**config.mk**
```make
export PLATFORM = sky130hd
export DESIGN_NAME = click_pulser
export DESIGN_NICKNAME = d
export VERILOG_FILES = /design/src/rtl/click_pkg.sv /design/src/rtl/click_lfsr16.sv /design/src/rtl/click_pulser.sv
export SDC_FILE = /design/constraint.sdc
export NUM_CORES = 1
export LEC_CHECK = 0
export ABC_AREA = 1
export BUFFER_PORTS_ARGS = -buffer_cell sky130_fd_sc_hd__clkbuf_2
export CAP_MARGIN = 20
export CORE_MARGIN = 5
export CORE_UTILIZATION = 50
export CTS_CLUSTER_SIZE = 16
export DETAILED_ROUTE_END_ITERATION = 8
export MAX_ROUTING_LAYER = met4
export PLACE_DENSITY_LB_ADDON = 0.3
export SYNTH_ARGS = -nofsm -noshare
export SYNTH_HDL_FRONTEND = slang
export SYNTH_SLANG_ARGS = --single-unit
```
**constraint.sdc**
```tcl
create_clock -name clock -period 3 [get_ports clock]
set_input_delay 0.6 -clock clock [delete_from_list [all_inputs] [get_ports clock]]
set_output_delay 0.6 -clock clock [all_outputs]
set_load 0.05 [all_outputs]
```
**src/rtl/click_pkg.sv**
```systemverilog
// Shared definitions for the click pulse-train transmitter.
package click_pkg;

  localparam int CW_DEFAULT = 16;

  localparam logic [15:0] LFSR_SEED = 16'hACE1;
  // Feedback taps for x^16+x^14+x^13+x^11+1 (bits 15,13,12,10)
  localparam logic [15:0] LFSR_TAPS = 16'hB400;
  localparam logic [15:0] RAND_MASK = 16'h000F;

  typedef enum logic [1:0] {
    IDLE = 2'd0,
    HIGH = 2'd1,
    LOW  = 2'd2
  } click_state_t;

endpackage

```
**src/rtl/click_lfsr16.sv**
```systemverilog
// Step-enabled 16-bit maximal-length Fibonacci LFSR with synchronous reset.
module click_lfsr16
  import click_pkg::*;
(
  input  logic        clock,
  input  logic        reset,
  input  logic        step,
  output logic [15:0] q
);

  always_ff @(posedge clock) begin
    if (reset) begin
      q <= LFSR_SEED;
    end else if (step) begin
      q <= {q[14:0], ^(q & LFSR_TAPS)};
    end
  end

endmodule

```
**src/rtl/click_pulser.sv**
```systemverilog
// Pulse-train transmitter: programmable width, gap and count on one registered line.
// Optional random gap extension is enabled with CLICK_PULSER_RANDGAP_EN.
module click_pulser
  import click_pkg::*;
#(
  parameter int CW      = CW_DEFAULT,
  parameter int MIN_GAP = 1
) (
  input  logic          clock,
  input  logic          reset,
  input  logic          start,
  input  logic          stop,
  input  logic [CW-1:0] width,
  input  logic [CW-1:0] gap,
  input  logic [CW-1:0] count,
`ifdef CLICK_PULSER_RANDGAP_EN
  input  logic          randgap,
`endif
  output logic          click,
  output logic          busy,
  output logic          done,
  output logic [CW-1:0] sent
);

  localparam logic [CW-1:0] ONE        = CW'(1);
  localparam logic [CW-1:0] MIN_GAP_CW = CW'(MIN_GAP);

  click_state_t  state;
  logic [CW-1:0] w_lat;
  logic [CW-1:0] g_lat;
  logic [CW-1:0] c_lat;
  logic [CW-1:0] timer;

  logic [CW-1:0] eff_width;
  logic [CW-1:0] eff_gap;
  logic [CW-1:0] sent_next;
  logic [CW-1:0] low_len;
  logic          last_high;
  logic          finish;
  logic          enter_low;

  assign eff_width = (width == '0) ? ONE : width;
  assign eff_gap   = (gap < MIN_GAP_CW) ? MIN_GAP_CW : gap;
  assign sent_next = sent + ONE;
  assign last_high = (state == HIGH) && (timer == '0);
  assign finish    = (c_lat != '0) && (sent_next == c_lat);
  assign enter_low = last_high && !stop && !finish;

`ifdef CLICK_PULSER_RANDGAP_EN
  logic        rg_lat;
  logic [15:0] lfsr_q;

  click_lfsr16 u_lfsr (
    .clock (clock),
    .reset (reset),
    .step  (enter_low),
    .q     (lfsr_q)
  );

  // The interval uses the current LFSR value; the LFSR steps as LOW is entered.
  assign low_len = rg_lat ? (g_lat + CW'(lfsr_q & RAND_MASK)) : g_lat;
`else
  assign low_len = g_lat;
`endif

  always_ff @(posedge clock) begin
    if (reset) begin
      state <= IDLE;
      click <= 1'b0;
      busy  <= 1'b0;
      done  <= 1'b0;
      sent  <= '0;
      w_lat <= '0;
      g_lat <= '0;
      c_lat <= '0;
      timer <= '0;
`ifdef CLICK_PULSER_RANDGAP_EN
      rg_lat <= 1'b0;
`endif
    end else begin
      done <= 1'b0;
      unique case (state)
        IDLE: begin
          if (start) begin
            state <= HIGH;
            click <= 1'b1;
            busy  <= 1'b1;
            sent  <= '0;
            w_lat <= eff_width;
            g_lat <= eff_gap;
            c_lat <= count;
            timer <= eff_width - ONE;
`ifdef CLICK_PULSER_RANDGAP_EN
            rg_lat <= randgap;
`endif
          end
        end
        HIGH: begin
          if (stop) begin
            // A truncated high phase is never counted.
            state <= IDLE;
            click <= 1'b0;
            busy  <= 1'b0;
            done  <= 1'b1;
          end else if (last_high) begin
            sent <= sent_next;
            if (finish) begin
              state <= IDLE;
              click <= 1'b0;
              busy  <= 1'b0;
              done  <= 1'b1;
            end else if (enter_low) begin
              state <= LOW;
              click <= 1'b0;
              timer <= low_len - ONE;
            end
          end else begin
            timer <= timer - ONE;
          end
        end
        LOW: begin
          if (stop) begin
            state <= IDLE;
            click <= 1'b0;
            busy  <= 1'b0;
            done  <= 1'b1;
          end else if (timer == '0) begin
            state <= HIGH;
            click <= 1'b1;
            timer <= w_lat - ONE;
          end else begin
            timer <= timer - ONE;
          end
        end
        default: begin
          state <= IDLE;
          click <= 1'b0;
          busy  <= 1'b0;
        end
      endcase
    end
  end

endmodule

```
==> results.md <==
- Status: finished clean
- Tcrit/Tclk final: 0.890
- Top Layer Used: met4
- Hpwl dp: 12,100 µm
- Fmax: 0.374 GHz
- Layout cells sized above 1: 0.124
- Slowest Stage Delay on Critical Path: 0.34 ns
- Skew final: 0.00297 ns
- Clk Latency, worst-skew pair: 0.34 ns
- Gp weighted congestion: 0.956
- Residual DRC count: 0
- Critical setup path kind: reg2reg
- Synth Warn #: 0
- Leading area contributor after synthesis: dfxtp_1
- Core Box Area: 0.0110 mm²
- RSZ-0062 raised after global routing: false
- Net Count, Synth: 960
- Nets: 1,017
- IO Port Bufs: 70
- Mean Syn Cell Area: 6.29 µm²
- CP Capture Type: register
- Yosys cell types: 40
- Initial antenna violation count: 0
- PD cells: 719 mW/mm²
- Initial core utilization: 0.515
- Clock tree sinks: 85
- Hold Fails Final Rpt: 0
- Slew margin rel.: 0.343
- CTS tree: done
- Leakage: 2.89 nW
- Hold_buf cts: 0
- First-pass GRT wire length: 26,500 µm
- Initial DRC count: 528
- Post-DRT Antenna Nets: 0
- Area growth, synth to finish: 13.4%
- Die Y: 116 µm
- Vias in the first global route: 5,573
- Vias/cell: 5.55
- Logic pwr share: 0.417
- Congestion Overflow GR: 0
- Number of vias in the routed layout: 6,110
- WL final: 16,300 µm
- Post-synth EDFFs: 0
- GRT Util Overall: 0.252
- Setup_tns: 0 ns
- Drt pass-1 iters: 6
- Switching Power: 0.00196 W
- Mapped Cells: 899
- Num rows: 38
- Sequential share of power: 0.333
- Number of setup buffers added after CTS: 0
- CP Cell Sequence: inv_1, ha_1, nand2_1, nor2_1, nand2_1, nor2_1, nand3_1, o21ai_0, clkbuf_2, o221ai_1, a21oi_1, nand3_1, nand2_1, nor2_1
- Routed wl met3: 985 µm
- Ranking of synthesized cells by area: dfxtp_1 30%, nand2_1 14%, nor2_1 7.8%
- Post-synth top area share: 0.301
- Clk slew on worst S/H paths: 0.06 ns
- Maximum vdd ir drop: 0.481 mV
- Max FO, Critical Path: 6
- Die area: 0.0135 mm²
- HP Class: reg2reg
- Internal power: 0.00265 W
- Commonest non-fill, non-tap cell in the layout: nand2_1
- Worst slew pin tran: 0.980 ns
- Power Total: 0.00461 W
- Predominant post-synthesis flop cell: dfxtp_1
- Final core occ: 0.584
- Register area share after synthesis: 0.301
- #FFs+latches synth: 85
- PostCTS Resize Cnt: 0
- Die width: 116 µm
- Minimum clock period: 2.67 ns
- Endpoints failing setup: 0
- WL met2: 7650 µm
- WL/cell: 14.8 µm
- Clk buf depth: 2
- Clock share of power: 0.250
- H-Tree Depth: 3
- Maximum Capacitance Violations: 0
- Slowest-stage cell, CP: o21ai_0
- N_diodes: 0
- Post-synthesis instance area: 0.00565 mm²
- Commonest non-fill, non-tap cells in the layout: 210 x nand2_1, 117 x nor2_1, 87 x a21oi_1
- CTS buffer count: 9
- Async S/R FF share, synth: 0
- WP data required: 3.24 ns
- Largest net degree at the start of global routing: 66
- CTS root buffer: clkbuf_16
- Met1 WL: 7200 µm
- CP Launch Type: register
- Final max-slew violation count: 0
- Crit path DAT: 2.91 ns
- Sw frac: 0.425
- I/O Pins: 71
## layer usage
metal  GRT usage  vias to the layer above
met5           -                        -
met4      0.0843                        0
met3      0.0523                       35
met2       0.412                      229
met1       0.311                     2757
li1            -                     3089
## cells by family after synthesis
| kind of cell | after synthesis | synth area share |
|---|---|---|
| and+or+nand+nor | 447 | 0.340 |
| AOI/OAI and AO/OA | 196 | 0.190 |
| buffers and inverters | 126 | 0.0885 |
| DFF | 85 | 0.301 |
| xor gates and xnor gates | 36 | 0.0606 |
| adders and majority gates | 9 | 0.0199 |
## power by group through the flow
stage	sequential, W	combinational, W	clock, W
6_report	0.00153	0.00192	0.00115
5_1_grt	0.00156	0.00214	0.00122
4_1_cts	0.00153	0.00191	0.00118
3_5_place_dp	0.00155	0.00190	0
3_3_place_gp	0.00155	0.00188	0
2_1_floorplan	0.00170	0.00127	0
## cell usage after synthesis (10+ instances only)
cell	number
a211oi_1	18
a21oi_1	87
a31oi_1	11
clkbuf_1	28
dfxtp_1	85
inv_1	85
nand2_1	211
nand3_1	64
nand4_1	16
nor2_1	117
nor3_1	10
o21ai_0	67
xor2_1	26
## per-stage QoR
step | hold slack (ns) | worst slack (ns) | cells | instance area (µm²)
3_3_place_gp | 0.437 | 0.275 | 1084 | 6100
5_1_grt | 0.493 | 0.0744 | 1101 | 6410
3_5_place_dp | 0.450 | 0.244 | 1084 | 6100
6_report | 0.451 | 0.329 | 1101 | 6410
2_1_floorplan | 0.448 | 0.552 | 899 | 5650
4_1_cts | 0.459 | 0.235 | 1100 | 6410
## cell type report
| cell class | count | area [µm²] |
|---|---|---|
| Tap cell | 140 | 175 |
| Timing Repair Buffer | 82 | 438 |
| Clock inverter | 3 | 43.8 |
| Clock buffer | 13 | 260 |
| Sequential cell | 85 | 1700 |
| Multi-Input combinational cell | 688 | 3450 |
| Inverter | 90 | 339 |
| Fill cell | 1107 | 4570 |
## path summary, 6_finish.rpt
check | startpoint | endpoint | slack (ns) | depth (start not counted)
setup / recovery | timer[0] | timer[3] | 0.33 | 14
hold / removal | click | click | 0.45 | 2
setup reg to reg | timer[0] | timer[3] | 0.33 | 14
hold reg to reg | click | click | 0.45 | 2
## worst max-delay path, delay by kind of cell, from the launching register on
kind	cells	cell delay [ns]
buf+inv	2	0.38
flops	1	0.33
compound gates	3	0.73
fa+ha+maj	1	0.19
simple gates	8	0.95
## sequential cells by signal (all words and copies together) (netlist names)
| register | count |
|---|---|
| busy | 1 |
| c_lat | 16 |
| click | 1 |
| done | 1 |
| g_lat | 16 |
| sent | 16 |
| state | 2 |
| timer | 16 |
| w_lat | 16 |
(Power assumes the default switching activity.)
